<file path="src/rtl/usb_link_ctrl.sv">
// -----------------------------------------------------------------------------
// usb_link_ctrl
//
// Link-level sequencer for a USB 1.x device PHY.
//   * Attach sequence on reconnect: Hi-Z (DISC), driven SE0 for CONNECT_CLKS
//     (CONN), then the pull-up on the J line is enabled and the bus released
//     (ATTACHED).
//   * Watches the received line state for bus reset (SE0 run), suspend
//     (J run) and resume (anything other than J while suspended).
//   * Arbitrates PHY transmit ownership between the handshake engine (0) and
//     the data engine (1), with an idle gap of GAP_CLKS between grants.
//
// Ports
//   rst_ni               async active-low reset
//   clk_enqueue_i        system clock
//   usb_disconnect_i     1: force detach (Hi-Z, pull-ups off)
//   line_state_i[1:0]    synchronized {dp,dm} from the PHY receiver
//   ctrl_tx_oe_o         block drives the bus (SE0 phase only)
//   ctrl_tx_dp_o         driven D+ (always 0)
//   ctrl_tx_dm_o         driven D- (always 0)
//   usb_dp_pull_up_en_o  D+ pull-up enable (full speed)
//   usb_dm_pull_up_en_o  D- pull-up enable (low speed)
//   tx_req_i[1:0]        per-source transmit request (level)
//   tx_done_i[1:0]       per-source end-of-packet pulse
//   tx_gnt_o[1:0]        one-hot transmit grant, or 0
//   bus_state_o[2:0]     0 DISC, 1 CONN, 2 ATTACHED, 3 RESET, 4 SUSPEND
//   bus_reset_o          1-cycle pulse on RESET entry
//   suspend_o            high while in SUSPEND
//   resume_o             1-cycle pulse on SUSPEND exit
//   init_ok_o            high in ATTACHED / RESET / SUSPEND
// -----------------------------------------------------------------------------
module usb_link_ctrl #(
    parameter bit USB_VER_1_X  = 1'b1,
    parameter int CONNECT_CLKS = 48,
    parameter int RESET_CLKS   = 60,
    parameter int SUSPEND_CLKS = 72000,
    parameter int GAP_CLKS     = 16
) (
    input  logic       rst_ni,
    input  logic       clk_enqueue_i,
    input  logic       usb_disconnect_i,
    input  logic [1:0] line_state_i,
    output logic       ctrl_tx_oe_o,
    output logic       ctrl_tx_dp_o,
    output logic       ctrl_tx_dm_o,
    output logic       usb_dp_pull_up_en_o,
    output logic       usb_dm_pull_up_en_o,
    input  logic [1:0] tx_req_i,
    input  logic [1:0] tx_done_i,
    output logic [1:0] tx_gnt_o,
    output logic [2:0] bus_state_o,
    output logic       bus_reset_o,
    output logic       suspend_o,
    output logic       resume_o,
    output logic       init_ok_o
);

    typedef enum logic [2:0] {
        ST_DISC     = 3'd0,
        ST_CONN     = 3'd1,
        ST_ATTACHED = 3'd2,
        ST_RESET    = 3'd3,
        ST_SUSPEND  = 3'd4
    } state_e;

    localparam int RUN_W  = 17;
    localparam int CONN_W = (CONNECT_CLKS < 2) ? 1 : $clog2(CONNECT_CLKS);
    localparam int GAP_W  = (GAP_CLKS < 2) ? 1 : $clog2(GAP_CLKS + 1);

    localparam logic [1:0]       LS_SE0    = 2'b00;
    localparam logic [1:0]       LS_J      = USB_VER_1_X ? 2'b10 : 2'b01;
    localparam logic [RUN_W-1:0] RUN_MAX   = '1;
    localparam logic [RUN_W-1:0] RUN_RESET = RUN_W'(RESET_CLKS);
    localparam logic [RUN_W-1:0] RUN_SUSP  = RUN_W'(SUSPEND_CLKS);
    localparam logic [CONN_W-1:0] CONN_LAST = CONN_W'(CONNECT_CLKS - 1);
    localparam logic [GAP_W-1:0] GAP_LOAD  = GAP_W'(GAP_CLKS);

    state_e            state_q, state_d;
    logic [1:0]        line_q;
    logic [RUN_W-1:0]  run_cnt_q;
    logic [CONN_W-1:0] conn_cnt_q;
    logic              bus_reset_q;
    logic              resume_q;

    logic [1:0]        gnt_q;
    logic              last_q;
    logic [GAP_W-1:0]  gap_q;

    // ------------------------------------------------------------------
    // Line-state run counter: run_cnt_q is the number of consecutive
    // samples equal to line_q (the most recent sample), saturating.
    // ------------------------------------------------------------------
    always_ff @(posedge clk_enqueue_i or negedge rst_ni) begin
        if (!rst_ni) begin
            line_q    <= 2'b00;
            run_cnt_q <= '0;
        end else begin
            line_q <= line_state_i;
            if (line_state_i != line_q) begin
                run_cnt_q <= RUN_W'(1);
            end else if (run_cnt_q != RUN_MAX) begin
                run_cnt_q <= run_cnt_q + 1'b1;
            end
        end
    end

    // ------------------------------------------------------------------
    // Link FSM
    // ------------------------------------------------------------------
    always_ff @(posedge clk_enqueue_i or negedge rst_ni) begin
        if (!rst_ni) begin
            state_q     <= ST_DISC;
            conn_cnt_q  <= '0;
            bus_reset_q <= 1'b0;
            resume_q    <= 1'b0;
        end else begin
            state_q     <= state_d;
            // Counts cycles spent in CONN; cleared everywhere else so each
            // reconnect sees a fresh SE0 phase.
            conn_cnt_q  <= (state_q == ST_CONN) ? conn_cnt_q + 1'b1 : '0;
            bus_reset_q <= (state_d == ST_RESET) && (state_q != ST_RESET);
            resume_q    <= (state_q == ST_SUSPEND) && (state_d == ST_ATTACHED);
        end
    end

    always_comb begin
        state_d = state_q;
        unique case (state_q)
            ST_DISC: state_d = ST_CONN;
            ST_CONN: begin
                if (conn_cnt_q == CONN_LAST) state_d = ST_ATTACHED;
            end
            ST_ATTACHED: begin
                // Thresholds act on the registered run, so the state moves
                // one edge after the run reaches its length. SE1 matches
                // neither line and just restarts the run.
                if (line_q == LS_SE0 && run_cnt_q >= RUN_RESET) begin
                    state_d = ST_RESET;
                end else if (line_q == LS_J && run_cnt_q >= RUN_SUSP) begin
                    state_d = ST_SUSPEND;
                end
            end
            ST_RESET: begin
                if (line_state_i != LS_SE0) state_d = ST_ATTACHED;
            end
            ST_SUSPEND: begin
                if (line_state_i != LS_J) state_d = ST_ATTACHED;
            end
            default: state_d = ST_DISC;
        endcase
        // Detach wins over everything; DISC then never reaches the pulse
        // conditions above.
        if (usb_disconnect_i) state_d = ST_DISC;
    end

    logic attached_like;
    assign attached_like = (state_q == ST_ATTACHED) || (state_q == ST_RESET) ||
                           (state_q == ST_SUSPEND);

    assign ctrl_tx_oe_o        = (state_q == ST_CONN);
    assign ctrl_tx_dp_o        = 1'b0;
    assign ctrl_tx_dm_o        = 1'b0;
    assign usb_dp_pull_up_en_o = attached_like && USB_VER_1_X;
    assign usb_dm_pull_up_en_o = attached_like && !USB_VER_1_X;
    assign bus_state_o         = state_q;
    assign bus_reset_o         = bus_reset_q;
    assign suspend_o           = (state_q == ST_SUSPEND);
    assign resume_o            = resume_q;
    assign init_ok_o           = attached_like;

    // ------------------------------------------------------------------
    // Transmit arbiter
    //
    // Handshake: a source holds tx_req_i high while it wants the PHY. A
    // grant appears one edge after it is issued and stays until the owner
    // pulses tx_done_i or drops its request; either ends the grant at that
    // edge and starts the idle gap. tx_done_i from a non-owner is ignored.
    // Leaving ATTACHED removes the grant at once without starting a gap.
    // ------------------------------------------------------------------
    logic       leave_att;
    logic       release_gnt;
    logic       can_issue;
    logic       pick_idx;
    logic [1:0] gnt_pick;

    assign leave_att   = (state_q == ST_ATTACHED) && (state_d != ST_ATTACHED);
    assign release_gnt = |(gnt_q & (tx_done_i | ~tx_req_i));
    // gap_q == 1 means it reaches 0 on this very edge, which is when the
    // next grant is allowed out.
    assign can_issue   = (state_q == ST_ATTACHED) && (state_d == ST_ATTACHED) &&
                         (gnt_q == 2'b00) && (gap_q <= GAP_W'(1)) &&
                         (tx_req_i != 2'b00);

    always_comb begin
        pick_idx = tx_req_i[1];
        if (tx_req_i == 2'b11) pick_idx = ~last_q;
        gnt_pick = pick_idx ? 2'b10 : 2'b01;
    end

    always_ff @(posedge clk_enqueue_i or negedge rst_ni) begin
        if (!rst_ni) begin
            gnt_q  <= 2'b00;
            last_q <= 1'b1;
            gap_q  <= '0;
        end else begin
            if (gap_q != '0) gap_q <= gap_q - 1'b1;
            if (leave_att) begin
                gnt_q <= 2'b00;
            end else if (release_gnt) begin
                gnt_q <= 2'b00;
                gap_q <= GAP_LOAD;
            end else if (can_issue) begin
                gnt_q  <= gnt_pick;
                last_q <= pick_idx;
            end
        end
    end

    assign tx_gnt_o = gnt_q;

endmodule
</file>
<file path="config.mk">
export PLATFORM = sky130hd
export DESIGN_NAME = usb_link_ctrl
export DESIGN_NICKNAME = d
export VERILOG_FILES = /design/src/rtl/usb_link_ctrl.sv
export SDC_FILE = /design/constraint.sdc
export NUM_CORES = 1
export LEC_CHECK = 0
export BUFFER_PORTS_ARGS = -buffer_cell sky130_fd_sc_hd__buf_2
export CAP_MARGIN = 10
export CORE_AREA = 3 3 74 76
export DETAILED_ROUTE_END_ITERATION = 10
export DIE_AREA = 0 0 77 79
export GPL_TIMING_DRIVEN = 0
export SYNTH_ARGS = -nofsm -noshare
export SYNTH_HDL_FRONTEND = slang
export SYNTH_SLANG_ARGS = --single-unit
</file>
<file path="constraint.sdc">
create_clock -name clk_enqueue_i -period 5.6 [get_ports clk_enqueue_i]
set_clock_uncertainty 0.2 [all_clocks]
set_input_delay 0.28 -clock clk_enqueue_i [delete_from_list [all_inputs] [get_ports clk_enqueue_i]]
set_output_delay 0.28 -clock clk_enqueue_i [all_outputs]
set_load 0.01 [all_outputs]
</file>
==> flow_summary_export.csv, run 1 <==
group,metric,value,unit
cts,numCtsBuffers,5,
cts,cts-htree-levels,2,
power,vdd_drop_max,0.139,mV
setup_path,crit_fanout,7,
die,dieArea,6080,µm²
setup_path,criticalPathCategory,"flip-flop to flip-flop",
cells_and_area,num_antenna_cells,0,
die,start_util,42.7,%
routing,top_layer,"met4",
placed_design,placed_cell_area,2230,µm²
global_routing,antenna_found_initial,0,
global_routing,grt_pass1_wl,6980,µm
synthesis,ys_async_sr_fraction,100,%
setup_path,cp.required,5560,ps
setup_path,path_common_cell,"and3_1",
sta,setup_viol_count_final,0,
power,power.density,314,nW/µm²
cts,root_buffer,"clkbuf_8",
job,drv_cap,0,
synthesis,synthesis.area,2050,µm²
synthesis,ys_types,52,
die,core_area,4790,µm²
sta,setup-tns-final,0,ps
routing,final_antenna_net_count,0,
routing,num_vias,1483,
min_path,hp-class,"input pin to flip-flop",
routing,wl_met1,1790,µm
global_routing,grt_start_max_net_pins,39,
setup_path,critical_path.startpoint,"run_cnt_q[2]",
cells_and_area,syn_to_final_growth,17.6,%
synthesis,yosys.area.top_type,"dfrtp_1",
cts,clock_latency,290,ps
sta,hold_slack,23.4,ps
synthesis,synth.avg_cell_area,10.1,µm²
power,power,755,µW
synthesis,synth_most_common_cell,"dfrtp_1",
routing,routedWlPerCell,12.4,µm
power,power_leakage,0.00111,µW
sta,maxSlewHeadroom,44.2,%
run_status,outcome,"completed",
die,rows,25,
die,die_h,79,µm
sta,hold_violations,0,
placed_design,gp_congestion,0.770,
synthesis,synthCells,203,
setup_path,max_stage_delay,430,ps
routing,drt_iter0_drc,49,
global_routing,grt.overflow.total,0,
global_routing,grt_use_total,14.2,%
setup_path,crit_slowest_cell,"dfrtp_1",
routing,wl_met2,1720,µm
synthesis,synth_edf_count,0,
sta,rsz0062_at_grt,"false",
routing,dr_wl_met3,181,µm
die,die_x,77,µm
synthesis,synth_common_cells,"dfrtp_1 (37), nor2_1 (27), nand2_1 (13)",
synthesis,synth-seq-cells,38,
setup_path,rr_startpoint,"run_cnt_q[2]",
cts,clk_pin_slew,70,ps
sta,period_share,49.0,%
min_path,hold_start,"usb_disconnect_i",
sta,min_period,2740,ps
synthesis,ys_top_cells_by_area,"dfrtp_1 (45%), xnor2_1 (5.1%), nor2_1 (5.0%)",
sta,worst_pin_slew,837,ps
die,pin_count,23,
sta,slew_violations,0,
placed_design,dp_hpwl,2680,µm
placed_design,io_buffers,19,
synthesis,yosysSeqAreaShare,46.5,%
sta,max_freq,0.364,GHz
synthesis,yosys_warnings,0,
cells_and_area,nets,249,
synthesis,synthFlopType,"dfrtp_1",
routing,drt_pass1_iterations,4,
routing,wl,3740,µm
routing,drc_errors,0,
setup_path,end_kind,"flip-flop",
global_routing,grt_pass1_vias,1515,
setup_path,cp-start-kind,"flip-flop",
cts,clockBufferDepth,2,
synthesis,synth_top_cell_area_share,45.3,%
setup_path,crit_arrival,2700,ps
routing,via_per_inst,4.91,
setup_path,cp_cell_sequence,"and4_1 -> and3_1 -> and3_1 -> ha_1 -> clkbuf_1 -> nor4_2 -> and3_1 -> buf_2 -> and2_1 -> xnor2_1 -> nor2_1",
cts,cts.sinks,38,
cts,cts_tree,"built",
cells_and_area,drive_gt1_share,19.1,%
cells_and_area,stdcell_area,2400,µm²
-- sequential cells by signal, indices dropped and copies added (netlist names) --
signal       count
run_cnt_q       17
bus_reset_o      1
line_q           2
resume_o         1
last_q           1
bus_state_o      3
tx_gnt_o         2
conn_cnt_q       6
gap_q            5
-- cell usage in the layout (no fill, tap or decap), types with 4 or more instances in the layout --
master,count
nor3_1,4
o21ai_0,5
xor2_1,11
dfrtp_1,37
and3_1,6
clkbuf_8,6
buf_2,21
xnor2_1,12
nand2_1,13
nand2b_1,6
ha_1,6
buf_4,4
o21a_1,4
nand3_1,8
nor2_1,27
inv_1,9
-- cell type report --
cell class | instances | area, µm²
repair buffers | 22 | 125
flip-flops and latches | 38 | 952
clock inverters | 2 | 60.1
multi-input cells | 150 | 1020
inverters | 9 | 33.8
clock buffers | 6 | 82.6
well taps | 67 | 83.8
plain buffers | 8 | 47.5
fillers | 471 | 2380
-- critical path: cells and delay by family, from the launching register on --
family / cells / cell delay, ps
buffers and inverters: 2 / 350
AND/OR/NAND/NOR: 7 / 1340
XOR/XNOR: 1 / 120
adder cells (fa/ha/maj): 1 / 170
flip-flops: 1 / 430
-- what timing repair did --
| item | in CTS | in global routing |
|---|---|---|
| endpoints found under the hold margin | 39 | 0 |
| resized for setup | 0 | 0 |
| setup buffers | 0 | 0 |
| hold buffers | 3 | 0 |
-- logic make-up after synthesis --
logic type / share of synthesized area (%)
simple gates: 23.3
flops: 46.5
compound gates: 11.0
xor+xnor: 9.85
buf+inv: 3.98
fa+ha+maj: 3.67
mux: 1.47
other cells: 0.183
-- where the power goes --
part           switching (µW)  total, µW  internal [µW]
sequential               18.6        312            294
clock                    96.4        286            190
combinational            75.8        156           80.5
total                     191        755            564
-- final timing paths --
kind                                  end  slack, ps  cells past startpoint
setup / recovery            run_cnt_q[11]       2860                     11
hold / removal             bus_state_o[2]         20                      2
min in group asynchronous   conn_cnt_q[2]        430                      2
setup reg to reg            run_cnt_q[11]       2860                     11
max in group asynchronous   run_cnt_q[11]       4230                      2
hold reg to reg             conn_cnt_q[0]        260                      1
-- per-stage QoR --
stage	utilization (%)	setup slack, ps	cells
after floorplan	-	3100	205
after global placement	46.6	2870	291
after detailed placement	46.6	2880	291
after CTS	50.2	2840	302
after global routing	50.2	2620	302
final	50.2	2860	302
-- routing by layer --
| metal | vias to the layer above | GRT usage (%) |
|---|---|---|
| li1 | 751 | - |
| met1 | 699 | 18.1 |
| met2 | 29 | 23.2 |
| met3 | 4 | 4.20 |
| met4 | 0 | 4.98 |
| met5 | - | 0 |
No activity file was read; power rests on OpenSTA's default activity.
==> inputs of run 2 (changes only) <==
==> constraint.sdc (replaced) <==
create_clock -name clk_enqueue_i -period 2.3 [get_ports clk_enqueue_i]
set_clock_uncertainty 0.2 [all_clocks]
set_input_delay 0.115 -clock clk_enqueue_i [delete_from_list [all_inputs] [get_ports clk_enqueue_i]]
set_output_delay 0.115 -clock clk_enqueue_i [all_outputs]
set_load 0.01 [all_outputs]
==> run 2 against run 1 <==
  * Routed wire length grew 6.6%
  * Worst hold slack worse by 7.8 ps
  * Sequential share of layout area shrank 3.0 points
  * Register-to-register slack lost 2800 ps
  * Power grew 140%
  * Flip-flop and latch count unchanged
  * Die area did not move
  * Sequential power is 140% higher
  * Critical path type unchanged
  * Critical endpoint is now run_cnt_q[14]
  * Largest cell class unchanged
  * Highest routed layer unchanged
==> flow_summary_export.csv, run 2 (synthesis results as in run 1) <==
group,metric,value,unit
cells_and_area,num_antenna_cells,0,
sta,hold_violations,0,
setup_path,cp_top_family,"simple AND/OR/NAND/NOR gates",
cells_and_area,nets,264,
die,dieArea,6080,µm²
cells_and_area,largest_reg_flops,17,
die,die_h,79,µm
routing,routedWlPerCell,12.6,µm
die,start_util,42.7,%
global_routing,grt.overflow.total,0,
setup_path,crit_arrival,2250,ps
routing,drt_pass1_iterations,4,
power,power.density,708,nW/µm²
setup_path,cp.required,2270,ps
cts,cts_tree,"built",
setup_path,rr_startpoint,"run_cnt_q[0]",
power,power_leakage,0.00118,µW
cells_and_area,multi_input_area,1090,µm²
setup_path,path_buf_inv,0,
global_routing,grt_start_max_net_pins,39,
routing,via_per_inst,4.88,
placed_design,dp_hpwl,2650,µm
sta,maxSlewHeadroom,43.1,%
setup_path,criticalPathCategory,"flip-flop to flip-flop",
cells_and_area,biggestRegsByFlops,"run_cnt_q x17, conn_cnt_q x6, gap_q x5",
global_routing,grt_pass1_vias,1515,
setup_path,end_kind,"flip-flop",
setup_path,crit_slowest_cell,"dfrtp_1",
min_path,hp-class,"input pin to flip-flop",
sta,rsz0062_at_grt,"true",
cts,clock_latency,300,ps
run_status,outcome,"completed",
cts,cts.sinks,38,
placed_design,place_inst,291,
cts,clockBufferDepth,2,
placed_design,pre_cts_slack,-175,ps
setup_path,critical_path.startpoint,"run_cnt_q[0]",
routing,num_vias,1546,
global_routing,antenna_found_initial,0,
cells_and_area,seq_area,952,µm²
routing,wl,3980,µm
sta,period_share,99.3,%
cts,cts-htree-levels,2,
cts,clk_pin_slew,90,ps
setup_path,path_common_cell,"and3_4",
cells_and_area,fillerInstances,444,
cells_and_area,final_cells,317,
cts,root_buffer,"clkbuf_8",
cells_and_area,final_common_cell,"dfrtp_1",
setup_path,cp-start-kind,"flip-flop",
cells_and_area,syn_to_final_growth,27.3,%
min_path,hold_start,"tx_req_i[0]",
power,vdd_drop_max,0.324,mV
job,drv_cap,0,
cells_and_area,drive_gt1_share,28.8,%
sta,min_period,2280,ps
global_routing,grt_pass1_wl,7000,µm
cells_and_area,postLayoutCoreUtil,54.4,%
setup_path,crit_fanout,3,
setup_path,max_stage_delay,410,ps
cells_and_area,final_cell_mix,"dfrtp_1 (37), nor2_1 (27), buf_4 (19), buf_2 (19), nand2_1 (13)",
sta,slew_violations,0,
sta,timing.final.ws_setup,15.9,ps
global_routing,grt_use_total,14.4,%
die,rows,25,
sta,max_freq,0.438,GHz
placed_design,io_buffers,19,
die,die_x,77,µm
die,pin_count,23,
placed_design,gp_congestion,0.741,
routing,drc_errors,0,
die,core_area,4790,µm²
sta,worst_pin_slew,854,ps
cells_and_area,regMostFlops,"run_cnt_q",
setup_path,cp_cell_sequence,"ha_2 -> and3_1 -> and3_4 -> ha_4 -> and4b_1 -> and3_4 -> and3_4 -> xnor2_2 -> nor2_1",
routing,final_antenna_net_count,0,
cts,numCtsBuffers,5,
sta,setup_viol_count_final,0,
routing,drt_iter0_drc,54,
-- run 2: cell types whose count changed in the layout (fill, tap and decap cells not counted), sizes merged --
cell         previous run  this run
clkbuf                  8         6
dlygate4sd3             3         4
clkinv                  0         1
buf                    25        40
-- run 2: layout make-up --
cell class	count	share of cell area, %
multi-input cells	150	42.0
repair buffers	38	9.51
well taps	67	3.22
plain buffers	7	2.16
clock buffers	5	2.64
clock inverters	3	2.64
flip-flops and latches	38	36.6
inverters	9	1.30
-- run 2: final timing paths --
| kind | end | slack [ps] | cells after the start |
|---|---|---|---|
| max | run_cnt_q[14] | 20 | 9 |
| min | tx_gnt_o[1] | 20 | 4 |
| max reg2reg | run_cnt_q[14] | 20 | 9 |
| min reg2reg | conn_cnt_q[0] | 260 | 1 |
| max in group asynchronous | gap_q[3] | 1090 | 2 |
| min in group asynchronous | conn_cnt_q[5] | 250 | 2 |
-- run 2: through the flow --
stage | hold WS, ps | power (µW) | cell area [µm²] | TNS [ps]
finish | 15.6 | 1840 | 2600 | 0
global route | 75.2 | 1970 | 2600 | -308
floorplan | -381 | 1080 | 2100 | -29.5
CTS | 12.3 | 1870 | 2520 | 0
global placement | 78.2 | 1150 | 2270 | -603
detailed placement | 80.9 | 1160 | 2270 | -580
-- run 2: what timing repair did --
action / 4_1_cts / 5_1_grt
setup endpoints to repair: 7 / 7
gates cloned: 0 / 0
hold buffers: 4 / 0
endpoints found under the hold margin: 44 / 0
resized for setup: 3 / 7
pin swaps: 4 / 7
buffers inserted: 9 / 6
-- run 2: per-layer routing --
layer / wire length, µm / up-vias / track usage, % / part of all wire (%)
li1: - / 780 / - / -
met1: 1950 / 732 / 18.8 / 49
met2: 1790 / 28 / 22.6 / 45
met3: 181 / 6 / 3.97 / 4.5
met4: 69 / 0 / 5.87 / 1.7
met5: 0 / - / 0 / 0
-- run 2: power by group --
part	switching [µW]	internal [µW]	leakage, µW	total (µW)
Sequential	45.0	715	0.000513	760
Combinational	199	203	0.000600	402
Clock	246	435	0.0000683	681
Total	490	1350	0.00118	1840
-- run 2: worst register-to-register path, stage by stage (launching register included) --
cell and delay (ps):
dfrtp_1 410, ha_2 190, and3_1 180, and3_4 180, ha_4 170, and4b_1 290, and3_4 200, and3_4 190
xnor2_2 100, nor2_1 50
